===== src/rtl/fetch_pkg.sv =====
// Shared fetch-path definitions: default datapath width, NOP encoding and buffer entry.
// The entry struct is sized by XLEN_DEFAULT, so stages using it run at that width.
package fetch_pkg;

    localparam int XLEN_DEFAULT = 32;

    localparam logic [XLEN_DEFAULT-1:0] NOP = 32'h0000_0013;

    typedef struct packed {
        logic [XLEN_DEFAULT-1:0] pc;
        logic [XLEN_DEFAULT-1:0] instr;
    } fetch_entry_t;

endpackage


===== src/rtl/fetch_buffer_stage_if.sv =====
// Instruction-memory channel: request handshake plus in-order, unthrottled responses.
interface fetch_buffer_stage_if
    import fetch_pkg::*;
#(
    parameter int XLEN = XLEN_DEFAULT
);

    logic            imem_req_valid;
    logic            imem_req_ready;
    logic [XLEN-1:0] imem_req_addr;
    logic            imem_rsp_valid;
    logic [XLEN-1:0] imem_rsp_data;

    modport master (
        output imem_req_valid, imem_req_addr,
        input  imem_req_ready, imem_rsp_valid, imem_rsp_data
    );

    modport slave (
        input  imem_req_valid, imem_req_addr,
        output imem_req_ready, imem_rsp_valid, imem_rsp_data
    );

endinterface


===== src/rtl/fetch_buffer_stage_sync_fifo.sv =====
// Synchronous FIFO of arbitrary entry type; power-of-two DEPTH, same-cycle push/pop allowed.
module sync_fifo #(
    parameter type T     = logic,
    parameter int  DEPTH = 4,
    localparam int AW    = $clog2(DEPTH),
    localparam int CW    = AW + 1
) (
    input  logic          clk,
    input  logic          srst_n,
    input  logic          clear,
    input  logic          push,
    input  logic          pop,
    input  T              push_data,
    output T              head,
    output logic          full,
    output logic          empty,
    output logic [CW-1:0] count
);

    T              mem [DEPTH];
    logic [AW-1:0] wr_ptr;
    logic [AW-1:0] rd_ptr;
    logic          do_push;
    logic          do_pop;

    assign empty   = (count == '0);
    assign full    = (count == CW'(DEPTH));
    assign do_pop  = pop && !empty;
    assign do_push = push && (!full || do_pop);
    assign head    = mem[rd_ptr];

    // NOTE: sequential state uses <= only, so every flop samples pre-edge values regardless of process order.
    always_ff @(posedge clk) begin
        if (!srst_n || clear) begin
            wr_ptr <= '0;
            rd_ptr <= '0;
            count  <= '0;
        end else begin
            if (do_push) wr_ptr <= wr_ptr + 1'b1;
            if (do_pop)  rd_ptr <= rd_ptr + 1'b1;
            count <= count + CW'(do_push) - CW'(do_pop);
        end
    end

    // NOTE: storage is left unreset; pointers and count alone decide which slots hold live data.
    always_ff @(posedge clk) begin
        if (do_push) mem[wr_ptr] <= push_data;
    end

endmodule


===== src/rtl/fetch_buffer_stage.sv =====
// Instruction fetch with credit-limited memory requests, a decoupling buffer and the IF/ID register.
module fetch_buffer_stage
    import fetch_pkg::*;
#(
    parameter int              XLEN     = XLEN_DEFAULT,
    parameter int              DEPTH    = 4,
    parameter logic [XLEN-1:0] RESET_PC = '0
) (
    input  logic                 clk,
    input  logic                 srst_n,
    input  logic                 pcsrc_e,
    input  logic [XLEN-1:0]      pc_target_e,
    input  logic                 stall_d,
    input  logic                 flush_d,
    fetch_buffer_stage_if.master imem,
    output logic                 valid_d,
    output logic [XLEN-1:0]      instr_d,
    output logic [XLEN-1:0]      pc_d,
    output logic [XLEN-1:0]      pc_plus4_d
);

    localparam int CW = $clog2(DEPTH) + 1;

    logic [XLEN-1:0] pc_f;
    logic [XLEN-1:0] rsp_pc;
    logic [CW-1:0]   outstanding;
    logic [CW-1:0]   drop_cnt;
    logic [CW-1:0]   occupancy;
    logic [CW:0]     in_use;
    logic            req_fire;
    logic            rsp_keep;
    logic            pop;
    logic            fifo_full;
    logic            fifo_empty;
    fetch_entry_t    push_entry;
    fetch_entry_t    head;

    // Every issued request owns a buffer slot until popped, so the buffer can never overflow.
    assign in_use              = {1'b0, occupancy} + {1'b0, outstanding};
    assign imem.imem_req_valid = srst_n && !pcsrc_e && (in_use < (CW + 1)'(DEPTH));
    assign imem.imem_req_addr  = pc_f;
    assign req_fire            = imem.imem_req_valid && imem.imem_req_ready;
    assign rsp_keep            = imem.imem_rsp_valid && (drop_cnt == '0) && !pcsrc_e;
    assign pop                 = !pcsrc_e && !flush_d && !stall_d && !fifo_empty;
    assign push_entry          = '{pc: rsp_pc, instr: imem.imem_rsp_data};

    sync_fifo #(
        .T     (fetch_entry_t),
        .DEPTH (DEPTH)
    ) u_buf (
        .clk       (clk),
        .srst_n    (srst_n),
        .clear     (pcsrc_e),
        .push      (rsp_keep),
        .pop       (pop),
        .push_data (push_entry),
        .head      (head),
        .full      (fifo_full),
        .empty     (fifo_empty),
        .count     (occupancy)
    );

    always_ff @(posedge clk) begin
        if (!srst_n) begin
            pc_f        <= RESET_PC;
            rsp_pc      <= RESET_PC;
            outstanding <= '0;
            drop_cnt    <= '0;
        end else begin
            outstanding <= outstanding + CW'(req_fire) - CW'(imem.imem_rsp_valid);
            if (pcsrc_e) begin
                pc_f     <= pc_target_e;
                rsp_pc   <= pc_target_e;
                // Whatever is still in flight after this edge belongs to the abandoned path.
                drop_cnt <= outstanding - CW'(imem.imem_rsp_valid);
            end else begin
                if (req_fire) pc_f <= pc_f + XLEN'(4);
                if (rsp_keep) rsp_pc <= rsp_pc + XLEN'(4);
                else if (imem.imem_rsp_valid && drop_cnt != '0) drop_cnt <= drop_cnt - 1'b1;
            end
        end
    end

    always_ff @(posedge clk) begin
        if (!srst_n || pcsrc_e || flush_d) begin
            valid_d    <= 1'b0;
            instr_d    <= '0;
            pc_d       <= '0;
            pc_plus4_d <= '0;
        end else if (!stall_d) begin
            if (pop) begin
                valid_d    <= 1'b1;
                instr_d    <= head.instr;
                pc_d       <= head.pc;
                pc_plus4_d <= head.pc + XLEN'(4);
            end else begin
                valid_d    <= 1'b0;
                instr_d    <= NOP;
                pc_d       <= '0;
                pc_plus4_d <= '0;
            end
        end
    end

    overflow_chk: assert property (@(posedge clk) disable iff (!srst_n)
        !(rsp_keep && fifo_full && !pop));

endmodule

===== src/flat_wrapper.sv =====
// flat-port wrapper written by rule: the top's interface ports become plain ports
module fetch_buffer_stage_flat import fetch_pkg::*;
#(
    parameter int              XLEN     = XLEN_DEFAULT,
    parameter int              DEPTH    = 4,
    parameter logic [XLEN-1:0] RESET_PC = '0
)
  (clk, srst_n, pcsrc_e, pc_target_e, stall_d, flush_d, valid_d, instr_d, pc_d, pc_plus4_d, imem_imem_req_valid, imem_imem_req_addr, imem_imem_req_ready, imem_imem_rsp_valid, imem_imem_rsp_data);
  fetch_buffer_stage_if #(.XLEN(XLEN)) imem_i ();
  input  logic clk;
  input  logic srst_n;
  input  logic pcsrc_e;
  input  logic [XLEN-1:0] pc_target_e;
  input  logic stall_d;
  input  logic flush_d;
  output logic valid_d;
  output logic [XLEN-1:0] instr_d;
  output logic [XLEN-1:0] pc_d;
  output logic [XLEN-1:0] pc_plus4_d;
  output wire logic [$bits(imem_i.imem_req_valid)-1:0] imem_imem_req_valid;
  output wire logic [$bits(imem_i.imem_req_addr)-1:0] imem_imem_req_addr;
  input wire logic [$bits(imem_i.imem_req_ready)-1:0] imem_imem_req_ready;
  input wire logic [$bits(imem_i.imem_rsp_valid)-1:0] imem_imem_rsp_valid;
  input wire logic [$bits(imem_i.imem_rsp_data)-1:0] imem_imem_rsp_data;
  assign imem_imem_req_valid = imem_i.imem_req_valid;
  assign imem_imem_req_addr = imem_i.imem_req_addr;
  assign imem_i.imem_req_ready = imem_imem_req_ready;
  assign imem_i.imem_rsp_valid = imem_imem_rsp_valid;
  assign imem_i.imem_rsp_data = imem_imem_rsp_data;
  fetch_buffer_stage #(.XLEN(XLEN), .DEPTH(DEPTH), .RESET_PC(RESET_PC)) u_core (.clk(clk), .srst_n(srst_n), .pcsrc_e(pcsrc_e), .pc_target_e(pc_target_e), .stall_d(stall_d), .flush_d(flush_d), .imem(imem_i), .valid_d(valid_d), .instr_d(instr_d), .pc_d(pc_d), .pc_plus4_d(pc_plus4_d));
endmodule

===== config.mk =====
export PLATFORM = sky130hd
export DESIGN_NAME = fetch_buffer_stage_flat
export DESIGN_NICKNAME = d
export VERILOG_FILES = /design/src/rtl/fetch_pkg.sv /design/src/rtl/fetch_buffer_stage_if.sv /design/src/rtl/fetch_buffer_stage_sync_fifo.sv /design/src/rtl/fetch_buffer_stage.sv /design/src/flat_wrapper.sv
export SDC_FILE = /design/constraint.sdc
export NUM_CORES = 1
export LEC_CHECK = 0
export ABC_AREA = 1
export BUFFER_PORTS_ARGS = -buffer_cell sky130_fd_sc_hd__clkbuf_2
export CAP_MARGIN = 5
export CORE_UTILIZATION = 45
export DETAILED_ROUTE_END_ITERATION = 7
export SLEW_MARGIN = 20
export SYNTH_ARGS = -nofsm -noshare
export SYNTH_HDL_FRONTEND = slang
export SYNTH_SLANG_ARGS = --single-unit

===== constraint.sdc =====
create_clock -name clk -period 6.19 [get_ports clk]
set_input_delay 1.238 -clock clk [delete_from_list [all_inputs] [get_ports clk]]
set_output_delay 1.238 -clock clk [all_outputs]
set_load 0.02 [all_outputs]

; ---- Word level (Yosys, flattened, before mapping)
; Memories as Yosys holds them, arrays and structs flattened. A register that Yosys moved wholly into a read port is not among the register bits.
; Cells that the tools add are included.
; Widths: inputs -> output; s select.
[word_totals]
register_bits = 174
ram_bits = 256
in_bits = 71
out_inout_bits = 130
mem_count = 1
[op_classes]
add_sub_neg = 12
magnitude_cmp = 1
eq_ne = 2
muxes = 15
reduce_logical = 27
[mem_list]
columns = memory, depth, width, read_ports, rd_clocked_by_memory_dff, write_ports, line_no
row1 = u_core.u_buf.mem, 4, 64, 1, 1, 1, fetch_buffer_stage_sync_fifo.sv:20  ; T mem [DEPTH];
[ops]
columns = operator, n
row1 = $mux 32, 7
row2 = $add 32x3->32 const B, 3
row3 = $logic_and 1x1->1, 11
row4 = $mux 3, 3
row5 = $sub 3x1->3, 3
row6 = $add 3x1->3, 2
row7 = $logic_not 1->1, 6
row8 = $logic_not 3->1, 2
row9 = $reduce_bool 2->1, 3
row10 = $add 2x1->2 const B, 2
row11 = $add 3x3->4, 1
row12 = $lt 4x3->1 const B, 1
row13 = $mux 2, 2
row14 = $eq 3x3->1 const B, 1
row15 = $logic_or 1x1->1, 3
row16 = $mux 1, 3
row17 = $reduce_bool 3->1, 1
row18 = $sub 3x1->3 const B, 1
row19 = $ne 2x2->1 const B, 1
row20 = $reduce_and 2->1, 1

; ---- Depth between registers and ports, before layout
[logic_depth]
ltp_word = 9
depth_mapped = 15
depth_no_buf = 14

; ---- Hierarchy
; A second synthesis with hierarchy kept.
[hier_totals]
hier_cells = 2066
hier_area_um2 = 18753.0
[by_module_without_submodules]
columns = module, instances, cells_each, area_per_inst_um2, seq_area_each_um2
row1 = sync_fifo, 1, 690, 9995.8, 7867.5
row2 = fetch_buffer_stage, 1, 1376, 8757.1, 3303.2

; ---- Worst setup path before layout
; No wires, ideal clock.
[synth_path]
path_type = input-to-reg
start = input port pcsrc_e
end = memory u_core.u_buf.mem[0][0] in the netlist's numbering (enable)
setup_time_ps = 486
arrival_ps = 4548
required_time_ps = 5704
setup_slack_ps = 1156
stages = 7
path_buffers = 1
cell_sequence = clkbuf_1 -> nor2_1 -> nand2_1 -> nand3_1 -> and3_1 -> inv_1 -> nor2_1
[synth_via]
elab_chain_cells = 9
elab_cells_between_ends = 10
classes_between = mux (2) / reduce/logical (8)
[synth_lines]
columns = item, line_no
row1 = start: declaration, flat_wrapper.sv:12  ; input logic pcsrc_e;
row2 = $logic_not 1->1 (*), "fetch_buffer_stage.sv:43, fetch_buffer_stage.sv:44"
row3 = $logic_and 1x1->1 (3 in series), fetch_buffer_stage.sv:44  ; assign pop = !pcsrc_e && !flush_d && !stall_d && !fifo_empty;
row4 = $logic_and 1x1->1, fetch_buffer_stage_sync_fifo.sv:28  ; assign do_pop = pop && !empty;
row5 = $logic_or 1x1->1, fetch_buffer_stage_sync_fifo.sv:29  ; assign do_push = push && (!full || do_pop);
row6 = $logic_and 1x1->1 (*), fetch_buffer_stage_sync_fifo.sv:29
row7 = $mux 1 (*), fetch_buffer_stage_sync_fifo.sv:47  ; if (do_push) mem[wr_ptr] <= push_data;
row8 = $mux 1 (not written as such) (*), fetch_buffer_stage_sync_fifo.sv:47
row9 = end: declaration, fetch_buffer_stage_sync_fifo.sv:20
; Every way passes the cells marked *; elsewhere a longest branch is shown, timed or not.

; ---- Worst setup path after layout
[layout_path]
start = input port pcsrc_e
end = output port imem_imem_req_valid
[layout_via]
elab_chain_cells = 3
[layout_lines]
columns = item, line_no
row1 = $logic_not 1->1, fetch_buffer_stage.sv:40  ; assign imem.imem_req_valid = srst_n && !pcsrc_e && (in_use < (CW + 1)'(DEPTH));
row2 = $logic_and 1x1->1 (2 in series), fetch_buffer_stage.sv:40
row3 = end: declaration, flat_wrapper.sv:20  ; output wire logic [$bits(imem_i.imem_req_valid)-1:0] imem_imem_req_valid;
; Every way passes these cells.

==> results.toml <==
[power]
switchingPower_uw = 1540
power.leakage_uw = 0.00859
finalPower_uw = 6470
swShare = 0.237
intPower_uw = 4930
ir_worst_vdd_v = 0.000174
power_density_nw_per_um2 = 290
pwr-share-seq = 0.492
comb_power_share = 0.065
p_clk_frac = 0.443

[yosys]
syn_area_um2 = 19300
seq_area_frac_synth = 0.579
syn_nets = 2289
synth-main-ff-cell = "edfxtp_1"
yosysWarnings = 0
ys_ff_latch = 430
synth_cell_types = 43
synth_edf_count = 256
avgSynthCellArea_um2 = 8.77
synth_cells = 2199
async_flop_share = 0

[clock_tree]
clock_sinks = 430
ctsResizeCount = 0
holdBufCountCts = 0
cts_buffer_depth = 3
cts.clk_slew.worst_paths_ns = 0.06
post_cts_buffers = 0
cts_tree = "done"
clk_latency_ns = 0.59
cts_buffers = 47
cts-root-buf = "clkbuf_16"
h-tree-depth = 2

[timing]
setup_tns_ns = 0
slew_headroom = 0.330
worst_pin_slew_ns = 1.01
slew_violations = 0
setup-violations-final = 0
final.setup.worst_slack_ns = 2.37
layout_min_cycle_time_ns = 3.82
max_freq_ghz = 0.262
hold_viol = 0
skew_ns = 0.0127
grt_setup_unrepaired = "no"
fin_crit_sh = 0.617

[flow_run]
maxCapViolCount = 0

[setup_path]
max_stage_delay_ns = 0.35
cp.depth = 6
cp_common_cell = "clkbuf_2"
crit_path_top_delay_cell = "inv_2"
cp_num_buf_inv = 4
worstPathArrival_ns = 2.58
endpoint_kind = "output port"
start_kind = "input port"
cp_top_family = "buffers and inverters"
crit_chain = "clkbuf_2, buf_4, inv_2, nand2_2, nor3_2, clkbuf_2"
reg2reg_depth = 11
path_max_fanout = 42
critPathKind = "input port to output port"
crit_required_ns = 4.95
critical_path.startpoint = "pcsrc_e"

[grt]
grt_first_pass_wirelength_um = 82500
first_global_vias = 14600
antenna_found_initial = 0
grt_max_degree = 93
track_usage = 0.241
globalRoute.totalOverflow = 0

[place]
place.gp.congestion = 0.917
dp_hpwl_um = 35600
io_buffers = 200
post-place-ws_ns = 2.04
place_inst = 2856

[layout]
diodes = 0
drive_above_1_share = 0.146
final-instance-count-excl-fill = 2943
synthToLayoutAreaGrowth_pct = 15.5
nets = 2456
final_core_util = 0.529

[die]
die_h_um = 209
start_util = 0.458
ios = 201
core_um2 = 42100
die_w_um = 209
die-area_um2 = 43700
std_cell_rows = 75

[route]
vias_per_cell = 5.29
postRouteAntennaNets = 0
dr.pass1.iters = 5
routedWlPerCell_um = 17.9
remaining_drc_errors = 0
vias = 15600
drt-initial-drc-count = 1173
routed_wl_um = 52800

[run_status]
status = "finished clean"

[hold_path]
hp-start = "u_core.pc_plus4_d[15]"
hold_depth = 2
worstHoldPathType = "register to register"
-- layout by cell type (no fill, tap or decap), types with 3 or more instances in the layout --
cell / count
nor2_4: 8
a31oi_1: 28
ha_1: 17
nand2_2: 15
buf_4: 15
clkbuf_2: 199
inv_1: 154
o21ai_0: 131
o22ai_1: 32
clkinv_1: 3
nor4_1: 4
o211ai_1: 8
inv_4: 3
clkbuf_8: 8
or2_2: 3
clkinv_4: 3
xnor2_1: 9
buf_12: 3
o21ai_1: 9
a21oi_1: 143
nor2_1: 197
nor3_1: 21
nor2_2: 17
clkinv_2: 7
nand4_1: 29
xor2_1: 20
clkbuf_1: 10
clkbuf_16: 51
dfxtp_1: 172
nand3_1: 139
nand2_1: 658
inv_2: 6
edfxtp_1: 256
-- layout make-up --
cell class,count,area (um^2)
Tap cell,539,674
Fill cell,3907,19900
Clock inverter,18,193
Multi-Input combinational cell,1507,7030
Sequential cell,430,11200
Timing Repair Buffer,218,1170
Inverter,162,609
Clock buffer,69,1420
-- metrics by stage --
step	hold WS, ns	area, um^2
global route	0.477	22300
finish	0.454	22300
detailed placement	0.449	20700
CTS	0.457	22300
floorplan	0.437	19300
global placement	0.443	20700
-- cell usage after synthesis (3+ instances only) --
cell      number  area share
a21oi_1      144       0.037
a31oi_1       28      0.0091
buf_1          5     0.00097
buf_2         24      0.0062
buf_4         11      0.0043
buf_6          8      0.0047
clkbuf_1      51      0.0099
dfxtp_1      174        0.18
edfxtp_1     256        0.40
ha_1          17       0.011
inv_1        154       0.030
inv_2          7      0.0014
nand2_1      658        0.13
nand2_2       15      0.0049
nand3_1      139       0.036
nand4_1       29      0.0094
nor2_1       202       0.039
nor2_2        16      0.0052
nor2_4         4      0.0023
nor3_1        21      0.0055
nor4_1         4      0.0013
o211ai_1       8      0.0031
o21ai_0      131       0.034
o21ai_1        9      0.0023
o22ai_1       32       0.010
or2_2          3     0.00097
xnor2_1        9      0.0041
xor2_1        20      0.0091
-- per-layer routing --
layer / track usage / vias up / share of wire
li1: - / 7706 / -
met1: 0.337 / 7340 / 0.46
met2: 0.393 / 450 / 0.47
met3: 0.0304 / 73 / 0.051
met4: 0.0667 / 0 / 0.019
met5: 0 / - / 0
-- worst min-delay path, delay by kind of cell (launching register included) --
kind / cells / cell delay, ns
AOI/OAI and AO/OA: 1 / 0.05
DFF: 1 / 0.31
and+or+nand+nor: 1 / 0.05
-- power by group through the flow --
stage,clock [uW],sequential (uW),combinational (uW)
CTS,2920,3180,422
detailed placement,0,3240,420
global route,3030,3190,471
finish,2860,3180,421
floorplan,0,3240,254
global placement,0,3240,413
-- sequential cells by signal, summed over array words and instances (netlist names), named ones only --
name	count
u_core.instr_d	32
u_core.rsp_pc	32
u_core.drop_cnt	3
u_core.imem.imem_req_addr	32
u_core.u_buf.rd_ptr	2
u_core.u_buf.wr_ptr	2
u_core.outstanding	3
u_core.u_buf.count	3
u_core.pc_plus4_d	32
u_core.pc_d	30
u_core.u_buf.mem	256
u_core.valid_d	1
-- cell families (layout without fill, tap and decap cells) --
group / Yosys count / count (layout) / synth area share
buffers and inverters: 262 / 467 / 0.0584
and+or+nand+nor: 1100 / 1100 / 0.237
xor gates and xnor gates: 29 / 29 / 0.0132
AOI/OAI and AO/OA: 359 / 359 / 0.0993
adders and majority gates: 19 / 19 / 0.0131
DFF: 430 / 430 / 0.579
-- path summary, 6_finish.rpt --
path | endpoint | slack (ns)
max | imem_imem_req_valid | 2.37
min | u_core.pc_plus4_d[15] | 0.45
max reg2reg | u_core.pc_plus4_d[15] | 2.74
min reg2reg | u_core.pc_plus4_d[15] | 0.45
Note: power is estimated with default switching activity, not from simulation.
